**config.mk**
```make
export PLATFORM = sky130hd
export DESIGN_NAME = saturn_jump_unit_flat
export DESIGN_NICKNAME = d
export VERILOG_FILES = /design/src/rtl/saturn_jump_unit_if.sv /design/src/rtl/saturn_jump_unit.sv /design/src/flat_wrapper.sv
export SDC_FILE = /design/constraint.sdc
export NUM_CORES = 1
export LEC_CHECK = 0
export BUFFER_PORTS_ARGS = -buffer_cell sky130_fd_sc_hd__buf_2
export CAP_MARGIN = 20
export CORE_ASPECT_RATIO = 0.9
export CORE_MARGIN = 5
export CORE_UTILIZATION = 35
export CTS_BUF_LIST = sky130_fd_sc_hd__clkbuf_8
export DETAILED_ROUTE_END_ITERATION = 10
export PLACE_DENSITY = 0.56
export SYNTH_ARGS = -nofsm -noshare
export SYNTH_HDL_FRONTEND = slang
export SYNTH_SLANG_ARGS = --single-unit
```
**constraint.sdc**
```tcl
create_clock -name i_clk -period 7.3 [get_ports i_clk]
set_clock_uncertainty 0.15 [all_clocks]
set_input_delay 0.365 -clock i_clk [delete_from_list [all_inputs] [get_ports i_clk]]
set_output_delay 0.365 -clock i_clk [all_outputs]
set_load 0.01 [all_outputs]
```
**src/rtl/saturn_jump_unit_if.sv**
```systemverilog
// Decoder/bus <-> jump unit signal bundle.
// master: decoder/bus side drives i_*; slave: jump unit drives o_*.
`ifndef INSTR_TYPE_JUMP
`define INSTR_TYPE_JUMP 4'd3
`endif

interface saturn_jump_unit_if #(
    parameter int PC_W = 20
);
    logic [3:0]      i_phases;
    logic            i_bus_busy;
    logic [3:0]      i_instr_type;
    logic            i_instr_execute;
    logic [2:0]      i_jump_length;
    logic [2:0]      i_opcode_len;
    logic [PC_W-1:0] i_instr_pc;
    logic [3:0]      i_nibble;
    logic [PC_W-1:0] o_new_pc;
    logic            o_pc_load;
    logic            o_busy;
    logic            o_error;
`ifdef SATURN_JUMP_CALL_EN
    logic            i_jump_call;
    logic            o_rstk_push;
    logic [PC_W-1:0] o_ret_addr;
`endif

    modport master (
        output i_phases, i_bus_busy, i_instr_type, i_instr_execute,
        output i_jump_length, i_opcode_len, i_instr_pc, i_nibble,
`ifdef SATURN_JUMP_CALL_EN
        output i_jump_call,
        input  o_rstk_push, o_ret_addr,
`endif
        input  o_new_pc, o_pc_load, o_busy, o_error
    );

    modport slave (
        input  i_phases, i_bus_busy, i_instr_type, i_instr_execute,
        input  i_jump_length, i_opcode_len, i_instr_pc, i_nibble,
`ifdef SATURN_JUMP_CALL_EN
        input  i_jump_call,
        output o_rstk_push, o_ret_addr,
`endif
        output o_new_pc, o_pc_load, o_busy, o_error
    );
endinterface

```
**src/rtl/saturn_jump_unit.sv**
```systemverilog
// Jump unit: arms on a decoded JUMP, collects field nibbles, loads PC.
// Ports: i_clk, i_reset (sync, active-high), i_clk_en, jif (slave).
// Optional macro SATURN_JUMP_CALL_EN adds call/return-stack push.
module saturn_jump_unit #(
    parameter int PC_W    = 20,
    parameter int MAX_LEN = 4
) (
    input  logic              i_clk,
    input  logic              i_reset,
    input  logic              i_clk_en,
    saturn_jump_unit_if.slave jif
);
    localparam int         FW   = 4 * (MAX_LEN + 1);
    localparam logic [2:0] MAXL = 3'(MAX_LEN);

    typedef enum logic [1:0] {IDLE, COLLECT, COMPUTE, LOAD} state_t;

    state_t          state_q, state_d;
    logic [2:0]      len_q, len_d;
    logic [2:0]      olen_q, olen_d;
    logic [2:0]      cnt_q, cnt_d;
    logic [PC_W-1:0] ipc_q, ipc_d;
    logic [PC_W-1:0] new_pc_q, new_pc_d;
    logic [FW-1:0]   field_q, field_d;
    logic            load_q, load_d;
    logic            busy_q, busy_d;
    logic            err_q, err_d;
`ifdef SATURN_JUMP_CALL_EN
    logic            call_q, call_d;
    logic            push_q, push_d;
    logic [PC_W-1:0] ret_q, ret_d;
`endif

    logic            arm;
    logic            len_ok;
    logic            capture;
    logic [4:0]      msb_idx;
    logic [PC_W-1:0] base;
    logic [PC_W-1:0] sext;
    logic [PC_W-1:0] target;

    assign arm = i_clk_en && jif.i_phases[3] && jif.i_instr_execute
              && (jif.i_instr_type == `INSTR_TYPE_JUMP);
    assign len_ok  = (jif.i_jump_length != 3'd0)
                  && (jif.i_jump_length <= MAXL);
    assign capture = i_clk_en && !jif.i_bus_busy && jif.i_phases[2];

    // Sign bit of the relative field is the top bit of nibble len_q.
    assign msb_idx = {len_q, 2'b11};
    assign base    = ipc_q + PC_W'(olen_q);

    always_comb begin
        sext = '0;
        for (int i = 0; i < PC_W; i++) begin
            if (i < FW && i < 4 * (int'(len_q) + 1))
                sext[i] = field_q[i];
            else
                sext[i] = field_q[msb_idx];
        end
    end

    // Additions wrap naturally at PC_W bits.
    assign target = (len_q == MAXL) ? field_q[PC_W-1:0] : base + sext;

    always_ff @(posedge i_clk) begin
        if (i_reset) begin
            state_q  <= IDLE;
            len_q    <= '0;
            olen_q   <= '0;
            cnt_q    <= '0;
            ipc_q    <= '0;
            new_pc_q <= '0;
            field_q  <= '0;
            load_q   <= 1'b0;
            busy_q   <= 1'b0;
            err_q    <= 1'b0;
`ifdef SATURN_JUMP_CALL_EN
            call_q   <= 1'b0;
            push_q   <= 1'b0;
            ret_q    <= '0;
`endif
        end else begin
            state_q  <= state_d;
            len_q    <= len_d;
            olen_q   <= olen_d;
            cnt_q    <= cnt_d;
            ipc_q    <= ipc_d;
            new_pc_q <= new_pc_d;
            field_q  <= field_d;
            load_q   <= load_d;
            busy_q   <= busy_d;
            err_q    <= err_d;
`ifdef SATURN_JUMP_CALL_EN
            call_q   <= call_d;
            push_q   <= push_d;
            ret_q    <= ret_d;
`endif
        end
    end

    always_comb begin
        state_d  = state_q;
        len_d    = len_q;
        olen_d   = olen_q;
        cnt_d    = cnt_q;
        ipc_d    = ipc_q;
        new_pc_d = new_pc_q;
        field_d  = field_q;
        load_d   = load_q;
        busy_d   = busy_q;
        err_d    = err_q;
`ifdef SATURN_JUMP_CALL_EN
        call_d   = call_q;
        push_d   = push_q;
        ret_d    = ret_q;
`endif
        // Arming is only legal from IDLE; elsewhere it is flagged and ignored.
        if (arm && state_q != IDLE)
            err_d = 1'b1;
        if (i_clk_en) begin
            unique case (state_q)
                IDLE: begin
                    if (arm) begin
                        if (len_ok) begin
                            state_d = COLLECT;
                            len_d   = jif.i_jump_length;
                            olen_d  = jif.i_opcode_len;
                            ipc_d   = jif.i_instr_pc;
                            cnt_d   = '0;
                            field_d = '0;
                            busy_d  = 1'b1;
`ifdef SATURN_JUMP_CALL_EN
                            call_d  = jif.i_jump_call;
`endif
                        end else begin
                            err_d = 1'b1;
                        end
                    end
                end
                COLLECT: begin
                    if (capture) begin
                        field_d[{cnt_q, 2'b00} +: 4] = jif.i_nibble;
                        cnt_d = cnt_q + 3'd1;
                        if (cnt_q == len_q)
                            state_d = COMPUTE;
                    end
                end
                COMPUTE: begin
                    new_pc_d = target;
                    load_d   = 1'b1;
                    state_d  = LOAD;
`ifdef SATURN_JUMP_CALL_EN
                    if (call_q) begin
                        ret_d  = base + PC_W'(len_q) + PC_W'(1);
                        push_d = 1'b1;
                    end
`endif
                end
                LOAD: begin
                    load_d  = 1'b0;
                    busy_d  = 1'b0;
                    state_d = IDLE;
`ifdef SATURN_JUMP_CALL_EN
                    push_d  = 1'b0;
`endif
                end
                default: state_d = IDLE;
            endcase
        end
    end

    assign jif.o_new_pc  = new_pc_q;
    assign jif.o_pc_load = load_q;
    assign jif.o_busy    = busy_q;
    assign jif.o_error   = err_q;
`ifdef SATURN_JUMP_CALL_EN
    assign jif.o_rstk_push = push_q;
    assign jif.o_ret_addr  = ret_q;
`endif
endmodule
```
**src/flat_wrapper.sv**
```systemverilog
// flat-port wrapper written by rule: the top's interface ports become plain ports
module saturn_jump_unit_flat 
#(
    parameter int PC_W    = 20,
    parameter int MAX_LEN = 4
)
  (i_clk, i_reset, i_clk_en, jif_i_phases, jif_i_bus_busy, jif_i_instr_type, jif_i_instr_execute, jif_i_jump_length, jif_i_opcode_len, jif_i_instr_pc, jif_i_nibble, jif_o_new_pc, jif_o_pc_load, jif_o_busy, jif_o_error);
  saturn_jump_unit_if #(.PC_W(PC_W)) jif_i ();
  input  logic i_clk;
  input  logic i_reset;
  input  logic i_clk_en;
  input wire logic [$bits(jif_i.i_phases)-1:0] jif_i_phases;
  input wire logic [$bits(jif_i.i_bus_busy)-1:0] jif_i_bus_busy;
  input wire logic [$bits(jif_i.i_instr_type)-1:0] jif_i_instr_type;
  input wire logic [$bits(jif_i.i_instr_execute)-1:0] jif_i_instr_execute;
  input wire logic [$bits(jif_i.i_jump_length)-1:0] jif_i_jump_length;
  input wire logic [$bits(jif_i.i_opcode_len)-1:0] jif_i_opcode_len;
  input wire logic [$bits(jif_i.i_instr_pc)-1:0] jif_i_instr_pc;
  input wire logic [$bits(jif_i.i_nibble)-1:0] jif_i_nibble;
  output wire logic [$bits(jif_i.o_new_pc)-1:0] jif_o_new_pc;
  output wire logic [$bits(jif_i.o_pc_load)-1:0] jif_o_pc_load;
  output wire logic [$bits(jif_i.o_busy)-1:0] jif_o_busy;
  output wire logic [$bits(jif_i.o_error)-1:0] jif_o_error;
  assign jif_i.i_phases = jif_i_phases;
  assign jif_i.i_bus_busy = jif_i_bus_busy;
  assign jif_i.i_instr_type = jif_i_instr_type;
  assign jif_i.i_instr_execute = jif_i_instr_execute;
  assign jif_i.i_jump_length = jif_i_jump_length;
  assign jif_i.i_opcode_len = jif_i_opcode_len;
  assign jif_i.i_instr_pc = jif_i_instr_pc;
  assign jif_i.i_nibble = jif_i_nibble;
  assign jif_o_new_pc = jif_i.o_new_pc;
  assign jif_o_pc_load = jif_i.o_pc_load;
  assign jif_o_busy = jif_i.o_busy;
  assign jif_o_error = jif_i.o_error;
  saturn_jump_unit #(.PC_W(PC_W), .MAX_LEN(MAX_LEN)) u_core (.i_clk(i_clk), .i_reset(i_reset), .i_clk_en(i_clk_en), .jif(jif_i));
endmodule
```
==> run_results.csv, run 1 <==
group,metric,value,unit
synthesis,syn-cell-area,4569,µm²
power,vdd_drop_max,0.09717,mV
setup_path,cp_top_family,"compound AO/OA/AOI/OAI gates",
clock_tree,cts_setup_buffers,0,
detailed_routing,route.detailed.drc,0,
timing,maxSlewViolCount,0,
hold_path,min_path_type,"in -> reg",
timing,fin_crit_sh,67.28,%
grt,grt_pass1_wl,20060,µm
final_layout,fin_area,5228,µm²
synthesis,synth_edf_count,0,
timing,final.setup.worst_slack,2.389,ns
synthesis,synth_compound_area_share,23.58,%
timing,setup_violations,0,
synthesis,synthArstFlopShare,0,%
setup_path,critPathKind,"reg -> reg",
timing,min_period,4.911,ns
timing,worstMarginPinSlew,0.8420,ns
synthesis,yosys.area_share.simple,19.93,%
final_layout,drive_above_1_share,15.28,%
final_layout,layoutNonFillerInstCount,799,
synthesis,synth.largest_area_cell,"dfxtp_1",
place,place.detailed.instances,781,
setup_path,crit_chain,"ha_1 > nand3_1 > o21ai_0 > buf_4 > nor2b_1 > nand2_1 > o21a_1 > ha_1 > ha_1 > a21o_1 > a21oi_1 > a21oi_1 > nor3_1 > o211ai_1 > xnor2_1 > a211oi_1",
run,cap_violations,0,
synthesis,yosysUniqueCellTypes,51,
final_layout,diodes,0,
grt,antenna_found_initial,0,
timing,rsz0062_at_grt,"no",
clock_tree,clk_path_buf_depth,2,
hold_path,min_to,"u_core.ipc_q[8]",
final_layout,fin_nets,723,
synthesis,syn_area_per_cell,7.851,µm²
power,swShare,23.22,%
setup_path,arrival,5.04,ns
setup_path,path_buf_inv,1,
floorplanning,dieArea,15440,µm²
power,p_comb_share,3.7,%
synthesis,synth_nets,675,
power,power_frac_clock,43.7,%
grt,track_usage,16.25,%
detailed_routing,routed_via_density,5.339,
setup_path,rr_startpoint,"u_core.len_q[1]",
synthesis,ys.flop_type,"dfxtp_1",
hold_path,hp-start,"jif_i_instr_pc[8]",
clock_tree,cts_sinks,74,
setup_path,endpoint_kind,"flop",
clock_tree,clock-root-buffer,"clkbuf_8",
detailed_routing,detail_route.wl_per_cell,15.58,µm
grt,grt_pass1_vias,3941,
clock_tree,clk_latency,0.37,ns
setup_path,worst_r2r_path_depth,16,
detailed_routing,vias,4266,
timing,fin_setup_tns,0,ns
final_layout,n_fill_cell,1339,
grt,grt-ovfl-total,0,
floorplanning,die-height,118.4,µm
timing,final_hold_viol_count,0,
clock_tree,cts_tree,"built",
power,power_density,146.9,nW/µm²
setup_path,crit_fanout,14,
synthesis,synth_top_area_share,32.42,%
place,gp_congestion,0.8523,
floorplanning,ios,66,
power,leakagePower,2.242,nW
status,outcome,"complete, no violations",
floorplanning,core-area,12740,µm²
setup_path,crit_path_frequent_cell,"ha_1",
clock_tree,cts_buffers,9,
timing,max_freq,0.2036,GHz
synthesis,synth_top_family_by_area,"compound AO/OA/AOI/OAI gates",
grt,grt_max_degree,66,
clock_tree,h-tree-depth,3,
synthesis,ys_seq_area_share,32.42,%
synthesis,ys_seq_elements,74,
synthesis,ys_warn_count,0,
final_layout,final_core_util,41.05,%
setup_path,cp_slowest_cell,"nor3_1",
synthesis,synthMuxAreaShare,0.9584,%
setup_path,required,7.43,ns
setup_path,rrSetupSlack,2.39,ns
synthesis,synthAdderAreaFrac,14.35,%
power,seqPwrFrac,52.6,%
detailed_routing,drtAntennaViolNets,0,
floorplanning,start_util,35.88,%
place,dpl.hpwl,9265,µm
setup_path,reg2reg_to,"u_core.jif.o_new_pc[18]",
clock_tree,cts_resized,0,
detailed_routing,drt_iter0_drc,186,
floorplanning,die_w,130.4,µm
place,place_ws,2.494,ns
synthesis,synth.top_cells.by_area,"dfxtp_1, ha_1, nand2_1",
hold_path,hold_depth,3,
synthesis,synth-xor-area-share,4.025,%
clock_tree,cts.hold.buffers_added,0,
detailed_routing,firstDrtPassIters,4,
power,internal-power,0.5897,mW
final_layout,syn_to_final_growth,14.40,%
place,port_buffers,63,
synthesis,ys_top_cells_by_count,"nand2_1, a21oi_1, dfxtp_1",
detailed_routing,wl,12450,µm
place,placed_cell_area,4994,µm²
setup_path,crit_path_start_kind,"flop",
synthesis,yosysMostFrequentCell,"nand2_1",
timing,slew_headroom,43.66,%
synthesis,synthCells,582,
setup_path,cp_slowest_stage_delay,0.66,ns
floorplanning,num_rows,39,
power,p_switching,0.1783,mW
clock_tree,path_clk_slew,0.08,ns
worst max-delay path by stage:
stage,start,end,slack (ns),cells after the start
detailed placement,u_core.len_q[1],u_core.jif.o_new_pc[18],2.49,16
global placement,u_core.len_q[1],u_core.jif.o_new_pc[15],2.57,17
floorplan,u_core.len_q[1],u_core.jif.o_new_pc[15],2.99,19
CTS,u_core.len_q[1],u_core.jif.o_new_pc[18],2.45,16
finish,u_core.len_q[1],u_core.jif.o_new_pc[18],2.39,16
global route,u_core.len_q[1],u_core.jif.o_new_pc[18],1.98,16
worst reg2reg max path: stages (launching register included):
cell	delay [ns]
dfxtp_1	0.64
ha_1	0.33
nand3_1	0.09
o21ai_0	0.26
buf_4	0.27
nor2b_1	0.31
nand2_1	0.17
o21a_1	0.15
ha_1	0.29
ha_1	0.37
a21o_1	0.21
a21oi_1	0.19
a21oi_1	0.10
nor3_1	0.66
o211ai_1	0.24
xnor2_1	0.19
a211oi_1	0.23
sequential cells by signal, indices dropped and copies added (netlist names):
name / cells
u_core.jif.o_error: 1
u_core.jif.o_pc_load: 1
u_core.len_q: 3
u_core.jif.o_new_pc: 20
u_core.field_q: 20
u_core.olen_q: 3
u_core.cnt_q: 3
u_core.jif.o_busy: 1
u_core.ipc_q: 20
u_core.state_q: 2
cell families after synthesis:
logic type                 count (synthesis)
buffers and inverters                     57
xor gates and xnor gates                  21
muxes                                      3
and+or+nand+nor                          203
DFF                                       74
adders and majority gates                 50
AOI/OAI and AO/OA                        174
layout by cell type, fill, tap and decap left out, types with 11 or more instances in the layout:
cell type	netlist	layout
nand2_1	111	111
a21oi_1	76	76
dfxtp_1	74	74
buf_2	2	63
ha_1	46	46
nor2_1	29	29
inv_1	26	26
nand3_1	22	22
o21ai_0	19	19
xnor2_1	16	16
a31oi_1	13	13
o21a_1	12	12
clkbuf_8	0	11
power groups by stage:
| stage | combinational [mW] | sequential (mW) | clock [mW] |
|---|---|---|---|
| global route | 0.0310 | 0.404 | 0.365 |
| CTS | 0.0285 | 0.404 | 0.347 |
| finish | 0.0281 | 0.404 | 0.336 |
| detailed placement | 0.0283 | 0.414 | 0 |
| floorplan | 0.0116 | 0.413 | 0 |
| global placement | 0.0278 | 0.414 | 0 |
cell type report:
type	instances	area, µm²	share of cell area, %
multi-input combinational	451	2872	54.93
inverter	26	97.59	1.867
tap	164	205.2	3.925
clock buffer	11	151.4	2.896
clock inverter	5	52.55	1.005
timing repair buffer	68	367.9	7.037
sequential	74	1481	28.34
layer usage:
metal / GRT usage [%] / part of all wire [%]
met1: 22.38 / 48
met5: 0 / 0
met2: 25.51 / 46
met3: 4.420 / 4.1
met4: 3.535 / 1.4
per-stage QoR:
step	hold slack [ns]	power (mW)
floorplan	0.2819	0.4251
global placement	0.2961	0.4414
detailed placement	0.2975	0.4419
CTS	0.06583	0.7791
global route	0.07068	0.7998
finish	0.08506	0.7681
Power figures use the tool's default switching activity.
==> inputs of run 2 (changes only) <==
--- a/config.mk
+++ b/config.mk
@@ -5,6 +5,7 @@
 export SDC_FILE = /design/constraint.sdc
 export NUM_CORES = 1
 export LEC_CHECK = 0
+export ABC_AREA = 1
 export BUFFER_PORTS_ARGS = -buffer_cell sky130_fd_sc_hd__buf_2
 export CAP_MARGIN = 20
 export CORE_ASPECT_RATIO = 0.9
==> constraint.sdc (replaced) <==
create_clock -name i_clk -period 4.7 [get_ports i_clk]
set_clock_uncertainty 0.15 [all_clocks]
set_input_delay 0.235 -clock i_clk [delete_from_list [all_inputs] [get_ports i_clk]]
set_output_delay 0.235 -clock i_clk [all_outputs]
set_load 0.01 [all_outputs]
==> run_results.csv, run 2 <==
group,metric,value,unit
final_layout,diodes,0,
final_layout,syn_to_final_growth,19.12,%
clock_tree,cts_tree,"built",
timing,final_hold_viol_count,0,
timing,fin_crit_sh,84.57,%
power,internal-power,1.072,mW
timing,setup_violations,0,
setup_path,crit_fanout,7,
place,port_buffers,63,
grt,antenna_found_initial,0,
power,vdd_drop_max,0.1889,mV
place,gp_congestion,0.9272,
final_layout,final_cell_mix,"nand2_1, nor2_1, inv_1",
timing,max_freq,0.2516,GHz
timing,fin_setup_tns,0,ns
final_layout,fin_nets,886,
synthesis,ys_top_cells_by_count,"nand2_1, nor2_1, inv_1",
run,cap_violations,0,
grt,grt_max_degree,36,
clock_tree,cts.hold.buffers_added,25,
clock_tree,clock-root-buffer,"clkbuf_8",
synthesis,syn_area_per_cell,6.839,µm²
setup_path,required,4.79,ns
grt,grt_pass1_vias,4656,
clock_tree,cts_resized,0,
setup_path,crit_path_start_kind,"flop",
floorplanning,dieArea,16400,µm²
power,seqPwrFrac,45.3,%
synthesis,synth.largest_area_cell,"dfxtp_1",
timing,rsz0062_at_grt,"no",
grt,grt_pass1_wl,23300,µm
clock_tree,cts_buffers,9,
synthesis,ys_seq_area_share,30.38,%
detailed_routing,firstDrtPassIters,5,
final_layout,final_common_cell,"nand2_1",
timing,worstMarginPinSlew,0.9162,ns
floorplanning,die-height,122.0,µm
clock_tree,cts_sinks,74,
floorplanning,die_w,134.4,µm
synthesis,synth_edf_count,0,
final_layout,final_core_util,41.93,%
synthesis,synth_top_area_share,30.38,%
synthesis,yosysMostFrequentCell,"nand2_1",
power,power_frac_clock,38.3,%
setup_path,arrival,4.07,ns
grt,grt-ovfl-total,0,
detailed_routing,drt_iter0_drc,273,
final_layout,drive_above_1_share,12.66,%
synthesis,yosysUniqueCellTypes,40,
setup_path,endpoint_kind,"flop",
synthesis,ys_seq_elements,74,
power,p_switching,0.4366,mW
timing,holdWs,0.01517,ns
detailed_routing,route.detailed.drc,0,
setup_path,critPathKind,"reg -> reg",
power,p_total,1.509,mW
floorplanning,start_util,35.20,%
detailed_routing,wl,14120,µm
synthesis,synthCells,713,
power,power_density,259.8,nW/µm²
clock_tree,clk_latency,0.38,ns
detailed_routing,drtAntennaViolNets,0,
timing,slew_headroom,38.77,%
timing,maxSlewViolCount,0,
clock_tree,h-tree-depth,3,
synthesis,syn-cell-area,4876,µm²
floorplanning,num_rows,41,
status,outcome,"complete, no violations",
clock_tree,clk_path_buf_depth,2,
power,swShare,28.93,%
clock_tree,cts_setup_buffers,0,
place,dpl.hpwl,10970,µm
clock_tree,path_clk_slew,0.08,ns
hold_path,min_path_type,"in -> reg",
detailed_routing,vias,4838,
synthesis,synth.top_cells.by_area,"dfxtp_1, ha_1, nand2_1",
detailed_routing,routed_via_density,4.988,
synthesis,synth_nets,806,
power,p_comb_share,16.4,%
power,leakagePower,2.892,nW
floorplanning,ios,66,
synthesis,ys.flop_type,"dfxtp_1",
synthesis,synthArstFlopShare,0,%
synthesis,ys_warn_count,0,
grt,track_usage,17.90,%
floorplanning,core-area,13850,µm²
detailed_routing,detail_route.wl_per_cell,14.55,µm
setup_path,rrSetupSlack,0.73,ns
timing,min_period,3.975,ns
==> run 2: per-layer routing <==
| metal | vias to the layer above | global-route usage, % | share of wire [%] |
|---|---|---|---|
| li1 | 2519 | - | - |
| met1 | 2177 | 24.21 | 50 |
| met2 | 126 | 28.67 | 43 |
| met3 | 16 | 3.922 | 5.1 |
| met4 | 0 | 5.471 | 1.6 |
| met5 | - | 0 | 0 |
==> run 2: cell type report <==
cell class / instances / area (µm²)
fillers: 1472 / 8043
inverters: 88 / 330.3
multi-input cells: 531 / 2979
flip-flops and latches: 74 / 1481
clock inverters: 5 / 77.57
clock buffers: 11 / 151.4
repair buffers: 89 / 573.1
well taps: 172 / 215.2
==> run 2: logic make-up (layout without fill, tap and decap cells) <==
kind of cell	Yosys count	count (layout)	share of synthesized area (%)
and+or+nand+nor	295	295	26.23
AOI/OAI and AO/OA	176	176	19.63
buffers and inverters	108	193	8.519
DFF	74	74	30.38
adders and majority gates	50	50	13.45
xor gates and xnor gates	10	10	1.796
==> run 2: final timing paths <==
check | cells after the start | to | from
max | 22 | u_core.jif.o_new_pc[17] | u_core.len_q[0]
min | 3 | u_core.ipc_q[1] | jif_i_instr_pc[1]
max reg2reg | 22 | u_core.jif.o_new_pc[17] | u_core.len_q[0]
min reg2reg | 2 | u_core.jif.o_new_pc[10] | u_core.jif.o_new_pc[10]
==> run 2: power by group through the flow <==
stage	Clock [mW]	Sequential, mW	Combinational [mW]
after floorplan	0	0.691	0.164
after global placement	0	0.699	0.225
after detailed placement	0	0.699	0.230
after CTS	0.597	0.684	0.247
after global routing	0.623	0.688	0.279
final	0.578	0.684	0.247
==> run 2: critical path, cell delays in order, from the launching register on <==
cell	delay, ns
dfxtp_1	0.46
inv_1	0.17
nand2_1	0.12
nand3_1	0.07
nand2_1	0.09
nand2_1	0.07
nand2_1	0.09
inv_1	0.07
nand2_1	0.10
o21ai_0	0.13
fa_1	0.44
inv_1	0.06
ha_1	0.20
inv_1	0.07
fa_1	0.40
inv_1	0.12
a31oi_1	0.17
o21ai_1	0.34
nand3_1	0.17
nand3_1	0.11
nand3_1	0.08
nand2_1	0.11
a21oi_1	0.06
==> run 2: through the flow <==
| step | instance area, µm² | setup slack, ns | cells |
|---|---|---|---|
| after floorplan | 4876 | 1.375 | 713 |
| after global placement | 5329 | 0.9148 | 929 |
| after detailed placement | 5329 | 0.7900 | 929 |
| after CTS | 5808 | 0.7650 | 970 |
| after global routing | 5808 | 0.3745 | 970 |
| final | 5808 | 0.7252 | 970 |
==> inputs of run 3 (changes only) <==
==> constraint.sdc (replaced) <==
create_clock -name i_clk -period 4.15 [get_ports i_clk]
set_clock_uncertainty 0.15 [all_clocks]
set_input_delay 0.2075 -clock i_clk [delete_from_list [all_inputs] [get_ports i_clk]]
set_output_delay 0.2075 -clock i_clk [all_outputs]
set_load 0.01 [all_outputs]
==> run_results.csv, run 3 (synthesis gave the netlist of run 2 again) <==
group,metric,value,unit
timing,final_hold_viol_count,0,
setup_path,rrSetupSlack,0.31,ns
clock_tree,cts_tree,"built",
final_layout,syn_to_final_growth,19.81,%
grt,track_usage,17.88,%
setup_path,arrival,3.93,ns
clock_tree,clk_latency,0.36,ns
floorplanning,die-height,122.0,µm
setup_path,crit_chain,"inv_1 > nand2_1 > nand3_1 > nand2_1 > nand2_1 > nand2_1 > inv_1 > nand2_1 > o21ai_0 > fa_1 > inv_1 > ha_1 > inv_1 > fa_1 > inv_1 > a31oi_1 > o21ai_2 > nand3_1 > nand3_1 > nand3_1 > nand2_1 > a21oi_1",
timing,fin_crit_sh,92.62,%
setup_path,critPathKind,"reg -> reg",
setup_path,crit_path_start_kind,"flop",
timing,slew_headroom,38.39,%
clock_tree,h-tree-depth,3,
timing,max_freq,0.2602,GHz
timing,min_period,3.844,ns
hold_path,min_path_type,"in -> reg",
setup_path,cp_slowest_cell,"dfxtp_1",
detailed_routing,route.detailed.drc,0,
floorplanning,start_util,35.20,%
timing,worstMarginPinSlew,0.9219,ns
final_layout,fin_nets,889,
clock_tree,cts_sinks,74,
clock_tree,cts_buffers,9,
grt,grt_pass1_wl,23290,µm
place,place.detailed.instances,930,
floorplanning,dieArea,16400,µm²
detailed_routing,detail_route.wl_per_cell,14.61,µm
detailed_routing,routed_via_density,5.029,
clock_tree,clock-root-buffer,"clkbuf_8",
place,gp_congestion,0.9589,
floorplanning,ios,66,
place,place_ws,0.2107,ns
setup_path,cp_slowest_stage_delay,0.46,ns
floorplanning,num_rows,41,
floorplanning,die_w,134.4,µm
clock_tree,clk_path_buf_depth,2,
detailed_routing,vias,4893,
clock_tree,cts_setup_buffers,0,
grt,antenna_found_initial,0,
final_layout,final_common_cell,"nand2_1",
status,outcome,"complete, no violations",
final_layout,layoutNonFillerInstCount,973,
place,dpl.hpwl,11080,µm
timing,setup_violations,0,
detailed_routing,firstDrtPassIters,5,
power,power_density,291.4,nW/µm²
power,vdd_drop_max,0.2495,mV
setup_path,required,4.23,ns
final_layout,diodes,0,
detailed_routing,drtAntennaViolNets,0,
setup_path,endpoint_kind,"flop",
floorplanning,core-area,13850,µm²
run,cap_violations,0,
detailed_routing,wl,14220,µm
place,port_buffers,63,
grt,grt_pass1_vias,4677,
power,leakagePower,2.907,nW
timing,rsz0062_at_grt,"yes",
detailed_routing,drt_iter0_drc,318,
setup_path,crit_path_frequent_cell,"nand2_1",
timing,final.setup.worst_slack,0.3062,ns
timing,maxSlewViolCount,0,
final_layout,drive_above_1_share,12.98,%
grt,grt-ovfl-total,0,
final_layout,final_cell_mix,"nand2_1, nor2_1, inv_1",
setup_path,crit_fanout,7,
clock_tree,path_clk_slew,0.08,ns
grt,grt_max_degree,36,
==> run 3: final timing paths <==
check                                       startpoint                       to  cells after the start
worst max-delay path                   u_core.len_q[0]  u_core.jif.o_new_pc[17]                     22
worst min-delay path                   jif_i_nibble[3]        u_core.field_q[3]                      3
worst max register to register         u_core.len_q[0]  u_core.jif.o_new_pc[17]                     22
worst min register to register  u_core.jif.o_new_pc[8]   u_core.jif.o_new_pc[8]                      2
==> run 3: cell type report <==
| cell class | count | area (µm²) |
|---|---|---|
| flip-flops and latches | 74 | 1481 |
| clock inverters | 5 | 77.57 |
| repair buffers | 92 | 600.6 |
| multi-input cells | 531 | 2985 |
| fillers | 1455 | 8009 |
| inverters | 88 | 330.3 |
| well taps | 172 | 215.2 |
| clock buffers | 11 | 151.4 |
==> run 3: where the power goes <==
part	total (mW)	switching (mW)	internal [mW]
Clock	0.645	0.276	0.369
Sequential	0.775	0.0320	0.743
Combinational	0.282	0.178	0.103
==> run 3: critical path: cells and delay by family (launching register included) <==
kind / cells / cell delay, ns
flip-flops: 1 / 0.46
adder cells (fa/ha/maj): 3 / 1.06
AO/OA/AOI/OAI: 4 / 0.64
AND/OR/NAND/NOR: 10 / 0.92
buffers and inverters: 5 / 0.48
==> run 3: per-layer routing <==
metal	track usage [%]	wire, µm	vias to the layer above
met5	0	0	-
met4	5.153	221	0
met3	3.799	732	16
met2	28.42	6258	124
met1	24.56	7008	2229
li1	-	-	2524
==> run 3: what timing repair did <==
item                       in CTS  in global routing
hold endpoints to repair       27                  0
hold buffers                   27                  0
setup endpoints to repair       0                  4
gates resized for setup         0                  3
==> run 3: stage by stage <==
stage / util (%) / setup TNS, ns / hold slack, ns / instance area (µm²) / power, mW
6_report: 42.18 / 0 / 0.02403 / 5842 / 1.702
5_1_grt: 42.18 / -0.003379 / 0.01089 / 5842 / 1.798
2_1_floorplan: - / 0 / 0.1266 / 4876 / 0.9678
4_1_cts: 42.13 / 0 / 0.0004735 / 5836 / 1.724
3_3_place_gp: 38.53 / 0 / 0.2787 / 5336 / 1.049
3_5_place_dp: 38.53 / 0 / 0.2876 / 5336 / 1.053
